**src/rtl/addsub_seq_pkg.sv**
```systemverilog
// rtl/addsub_seq_pkg.sv - shared FSM state type and step-count helpers for addsub_seq
package addsub_seq_pkg;

  typedef enum logic [1:0] {
    IDLE = 2'd0,
    RUN  = 2'd1,
    DONE = 2'd2
  } state_t;

  localparam int WIDTH_DEF = 8;
  localparam int DIGIT_DEF = 1;
  localparam int STEPS     = WIDTH_DEF / DIGIT_DEF;
  localparam int CNT_W     = (STEPS > 1) ? $clog2(STEPS) : 1;

  // Parameterised forms used by the top so other WIDTH/DIGIT pairs size correctly
  function automatic int steps_of(input int width, input int digit);
    return width / digit;
  endfunction

  function automatic int cnt_bits(input int steps);
    return (steps > 1) ? $clog2(steps) : 1;
  endfunction

endpackage

```
**src/rtl/adder.sv**
```systemverilog
// rtl/adder.sv - one-bit full adder
module adder (
  input  logic a,
  input  logic b,
  input  logic cin,
  output logic sum,
  output logic carry
);

  assign sum   = a ^ b ^ cin;
  assign carry = (a & b) | (a & cin) | (b & cin);

endmodule

```
**src/rtl/addsub_seq.sv**
```systemverilog
// rtl/addsub_seq.sv - digit-serial adder/subtractor, DIGIT bits per cycle, LSB first
module addsub_seq
  import addsub_seq_pkg::*;
#(
  parameter int WIDTH = 8,
  parameter int DIGIT = 1
) (
  input  logic             clk,
  input  logic             rst,
  input  logic             start,
  input  logic [WIDTH-1:0] a,
  input  logic [WIDTH-1:0] b,
  input  logic             sub,
  output logic             busy,
  output logic             done,
  output logic [WIDTH-1:0] result,
  output logic             carry,
  output logic             overflow
);

  localparam int n_steps = steps_of(WIDTH, DIGIT);
  localparam int cnt_w   = cnt_bits(n_steps);

  state_t             state, next_state;
  logic [cnt_w-1:0]   cnt;
  logic [WIDTH-1:0]   a_sh, b_sh;
  logic [WIDTH-1:0]   result_r;
  logic               carry_r, ovf_r;
  logic               accept, last_step;
  logic [DIGIT:0]     c;
  logic [DIGIT-1:0]   s;
  logic [WIDTH+DIGIT-1:0] shifted;

  assign last_step = (cnt == cnt_w'(n_steps - 1));

  always_ff @(posedge clk or posedge rst) begin
    if (rst) state <= IDLE;
    else     state <= next_state;
  end

  always_comb begin
    next_state = state;
    accept     = 1'b0;
    busy       = 1'b0;
    done       = 1'b0;
    case (state)
      IDLE: begin
        if (start) begin
          accept     = 1'b1;
          next_state = RUN;
        end
      end
      RUN: begin
        busy = 1'b1;
        if (last_step) next_state = DONE;
      end
      DONE: begin
        done = 1'b1;
        if (start) begin
          accept     = 1'b1;
          next_state = RUN;
        end else begin
          next_state = IDLE;
        end
      end
      default: next_state = IDLE;
    endcase
  end

  // Ripple chain for one digit; c[DIGIT-1] is the carry into the slice's top bit
  assign c[0] = carry_r;
  for (genvar i = 0; i < DIGIT; i++) begin : g_fa
    adder u_fa (
      .a    (a_sh[i]),
      .b    (b_sh[i]),
      .cin  (c[i]),
      .sum  (s[i]),
      .carry(c[i+1])
    );
  end

  assign shifted = {s, result_r};

  // Subtraction folds into the latch: store ~b and preset the carry to 1
  always_ff @(posedge clk or posedge rst) begin
    if (rst) begin
      a_sh     <= '0;
      b_sh     <= '0;
      result_r <= '0;
      carry_r  <= 1'b0;
      ovf_r    <= 1'b0;
      cnt      <= '0;
    end else if (accept) begin
      a_sh    <= a;
      b_sh    <= sub ? ~b : b;
      carry_r <= sub;
      ovf_r   <= 1'b0;
      cnt     <= '0;
    end else if (state == RUN) begin
      a_sh     <= a_sh >> DIGIT;
      b_sh     <= b_sh >> DIGIT;
      result_r <= shifted[WIDTH+DIGIT-1:DIGIT];
      carry_r  <= c[DIGIT];
      cnt      <= cnt + cnt_w'(1);
      if (last_step) ovf_r <= c[DIGIT] ^ c[DIGIT-1];
    end
  end

  assign result   = result_r;
  assign carry    = carry_r;
  assign overflow = ovf_r;

endmodule

```
**config.mk**
```make
export PLATFORM = sky130hd
export DESIGN_NAME = addsub_seq
export DESIGN_NICKNAME = d
export VERILOG_FILES = /design/src/rtl/addsub_seq_pkg.sv /design/src/rtl/adder.sv /design/src/rtl/addsub_seq.sv
export SDC_FILE = /design/constraint.sdc
export NUM_CORES = 1
export LEC_CHECK = 0
export ABC_AREA = 1
export CORE_ASPECT_RATIO = 1.25
export CORE_MARGIN = 2
export CORE_UTILIZATION = 56
export CTS_BUF_LIST = sky130_fd_sc_hd__clkbuf_8
export DETAILED_ROUTE_END_ITERATION = 10
export GPL_TIMING_DRIVEN = 0
export PLACE_DENSITY = 0.95
export SKIP_CTS_REPAIR_TIMING = 1
export SLEW_MARGIN = 40
export SYNTH_ARGS = -nofsm -noshare
export SYNTH_HDL_FRONTEND = slang
export SYNTH_SLANG_ARGS = --single-unit
export TNS_END_PERCENT = 10
```
**constraint.sdc**
```tcl
create_clock -name clk -period 2.3 [get_ports clk]
set_input_delay 0.69 -clock clk [delete_from_list [all_inputs] [get_ports clk]]
set_output_delay 0.69 -clock clk [all_outputs]
set_load 0.02 [all_outputs]
```
After elaboration in Yosys (flattened, before gate mapping):

Index checks and enable logic that the tools add are counted.

* register bits: 31
* latch bits: 0
* memory bits (writable): 0
* bits in read-only memories: 0
* input port bits: 20
* output and inout bits: 12
* logic and storage cells: 50
* memories: 0

* add/sub/neg operators: 1
* multiply operators: 0
* div/mod/pow operators: 0
* $lt $le $gt $ge: 0
* equality and inequality tests: 5
* shifts and indexed selects: 0
* multiplexer cells: 20
* bitwise operators: 10
* reductions and logical operators: 7

Operators by type and width (number)
* $mux 8: 5
* $mux 1: 10
* $not 8->8: 1
* $mux 3: 2
* $pmux 2 s3: 1
* $reduce_and 2->1: 3
* $mux 2: 2
* $ne 2x2->1 const B: 2
* $reduce_bool 2->1: 2
* $add 3x1->3 const B: 1
* $and 1x1->1: 3
* $eq 3x3->1 const B: 1
* $xor 1x1->1: 3
* $eq 2x1->1 const B: 1
* $eq 2x2->1 const B: 1
* $logic_not 2->1: 1
* $or 1x1->1: 2
* $reduce_or 2->1: 1
* $not 1->1: 1

Depth between registers and ports, before layout:

* word-level depth: 7
* depth in mapped cells: 7
* gate-level depth less buffers: 7

Hierarchy:

Synthesis repeated with hierarchy kept, for this count alone.

* cell total of the unflattened synthesis: 210
* area total of the unflattened synthesis: 1582.8 sq um

By module, submodules not included
* addsub_seq: times used 1, cells each 209, area each 1562.7 sq um, seq. area each 775.7 sq um
* adder: times used 1, cells each 1, area each 20.0 sq um, seq. area each 0.0 sq um

Worst setup path before layout:

OpenSTA, ideal clock, no wires.

* path type: flip-flop to output port
* from: reg state[0]
* to: out busy
* arrival: 0.822 ns
* data required time: 1.610 ns
* path slack: 0.788 ns
* cell stages (with the launch flop): 4
* buffers on the path: 1
* path through: dfrtp_1 inv_2 nor2_2 buf_2

* longest elaborated chain between the ends: 2

RTL lines
* start, declared: RTL line addsub_seq.sv:24 `state_t state, next_state;`
* start signal, assigned: RTL line addsub_seq.sv:38 `else state <= next_state;`
* $eq 2x1->1: RTL line addsub_seq.sv:46 `case (state)`
* $mux 1: RTL line addsub_seq.sv:46
* end, declared: RTL line addsub_seq.sv:14 `output logic busy,`

Every way passes these cells.

Worst setup path after layout:

* from: reg state[0]
* to: out done

* longest elaborated chain between the ends: 2

RTL lines
* $eq 2x2->1: RTL line addsub_seq.sv:46
* $mux 1: RTL line addsub_seq.sv:46
* end, declared: RTL line addsub_seq.sv:15 `output logic done,`

Every way passes these cells.

==> out/qor.yml <==
cts.clk_slew.worst_paths_ns: 0.07
synth_top_family_by_area: "simple AND/OR/NAND/NOR gates"
peakVddDrop_mv: 0.7906
worst_pin_slew_ns: 0.6200
synthMuxAreaShare_pct: 0
period_share_pct: 93.23
synth_xor_xnor_area_share_pct: 1.143
cp_cell_sequence: "nor2_1 -> clkdlybuf4s50_1"
cp_slowest_cell: "clkdlybuf4s50_1"
drcViolationCount: 0
crit_required_ns: 1.61
setup_viol: 0
rows: 21
core_region_area_mm2: 0.002654
yosysWarnings: 0
overflow: 0
drv_slew: 0
grt_pass1_wl_um: 5471
synth_cell_types: 19
initial_core_util_pct: 57.76
ys_seq_elements: 31
gp_congestion: 0.7793
crit_buf_inv: 1
finalNetCount: 267
synth_area_mm2: 0.001533
wl_per_cell_um: 11.35
ys_seq_area_share_pct: 50.61
skew_ns: 0.006824
maxSlewHeadroom_pct: 58.61
worst-endpoint-arrival_ns: 1.45
root_buffer: "clkbuf_8"
hold_class: "flip-flop to flip-flop"
crit_path_max_incr_delay_ns: 0.61
final_cell_area_mm2: 0.001962
cts_tree: "done"
die_h_um: 62.49
avgSynthCellArea_um2: 7.404
status: "finished, final reports clean"
synth_fa_ha_area_share_pct: 2.939
holdWs_ns: 0.4776
clock_sinks: 31
fmax_mhz: 466.3
worstPathMaxFanout: 4
syn_nets: 230
grt_max_degree: 32
synth-simple-area-share_pct: 34.61
dieWidth_um: 50.80
dp_slack_ns: 0.1299
power.density_mw_per_mm2: 1318
drt_wl_total_um: 3166
drt_iter0_markers: 43
setup_ws_ns: 0.1556
dr.pass1.iters: 4
r2r_setup_slack_ns: 0.95
port_buffers: 30
area_delta_synth_final_pct: 28.00
ctsLongestPathBuffers: 2
cts_buffers: 5
diodes: 0
dieArea_mm2: 0.003174
grt_antenna_before_repair: 0
grt_pass1_vias: 1292
crit_type: "flip-flop to output pin"
rsz0062_at_grt: "false"
synth_compound_area_share_pct: 1.959
syn_inst: 207
vias: 1377
io_pins: 32
drive_gt1_share_pct: 9.388
postRouteAntennaNets: 0
clk_latency_ns: 0.29
cap_viol_max_count: 0
critPathTopFamily: "buffers and inverters"
p_leak_nw: 1.080
min_period_ns: 2.144
final-hold-violation-count: 0
track_usage_pct: 23.90
worstSetupStartpointType: "flip-flop"
place_hpwl_um: 2257
placed_area_mm2: 0.001876
h-tree-depth: 2
viasPerCell: 4.935
cp-end-kind: "output pin"
-- final cells by class --
class                   instances  area (um2)
repair buffers                 30       302.8
fillers                       210       691.9
clock inverters                 3       15.01
clock buffers                   5       68.82
multi-input cells             145       623.1
well taps                      34       42.54
plain buffers                   7       43.79
flip-flops and latches         31       775.7
inverters                      24       90.09
-- state kept, by name (all words and copies together), names as in the netlist --
signal and cells:
result 8, state 2, b_sh 8, carry 1
cnt 3, overflow 1, a_sh 8
-- where the power goes --
part / leakage [nW] / internal, mW / switching [mW] / total [mW]
Clock: 0.0477 / 0.206 / 0.210 / 0.416
Sequential: 0.388 / 0.796 / 0.168 / 0.964
Combinational: 0.645 / 0.496 / 0.710 / 1.21
-- kinds of logic (layout without fill, tap and decap cells) --
logic type | Yosys count | count (layout)
AO/OA/AOI/OAI | 6 | 6
adder cells (fa/ha/maj) | 3 | 3
buffers and inverters | 31 | 69
XOR/XNOR | 2 | 2
AND/OR/NAND/NOR | 134 | 134
flip-flops | 31 | 31
-- cells in the mapped netlist (all sizes together) --
library cell,n,share of area [%]
ha,2,1.6
buf,7,2.9
or2,1,0.41
dfrtp,31,51
nand3,12,3.9
nor2,5,1.6
o21ai,5,1.6
inv,24,5.9
xnor2,1,0.57
nand2,116,29
xor2,1,0.57
fa,1,1.3
a21oi,1,0.33
-- final timing paths --
check	start	to	depth (start not counted)
hold / removal	a_sh[4]	a_sh[4]	2
min in group asynchronous	rst	cnt[1]	2
setup / recovery	state[0]	done	2
setup reg to reg	carry	overflow	4
hold reg to reg	a_sh[4]	a_sh[4]	2
max in group asynchronous	rst	b_sh[7]	2
-- per-layer routing --
layer | routed length, um | track usage, % | vias up | part of all wire [%]
li1 | - | - | 688 | -
met1 | 1308 | 27.92 | 645 | 41
met2 | 1629 | 37.01 | 34 | 51
met3 | 147 | 7.895 | 10 | 4.6
met4 | 80 | 15.54 | 0 | 2.5
met5 | 0 | 0 | - | 0
-- tightest hold or removal path: stages, from the launching register on --
cell and delay, ns:
dfrtp_1 0.34, nand2_1 0.05, nand2_1 0.06
-- cells in the final DEF (no fill, tap or decap), types with 2 or more instances in the layout --
master,netlist,routed
inv_1,22,21
nand2_1,114,114
inv_2,2,3
o21ai_1,2,2
ha_1,2,2
nor2_1,3,3
clkdlybuf4s50_1,0,29
nand3_1,12,12
o21ai_0,3,3
clkbuf_8,0,5
nand2_2,2,2
nor2_2,2,2
dfrtp_1,31,31
clkinv_2,0,3
buf_2,5,5
-- stage by stage --
step / util [%] / TNS [ns] / power [mW] / std cells
global placement: 70.67 / 0 / 2.100 / 271
finish: 73.93 / 0 / 2.586 / 279
global route: 73.93 / 0 / 2.808 / 279
floorplan: - / 0 / 1.755 / 207
CTS: 73.83 / -0.2233 / 2.603 / 279
detailed placement: 70.67 / 0 / 2.181 / 271
Note: power is estimated with default switching activity, not from simulation.
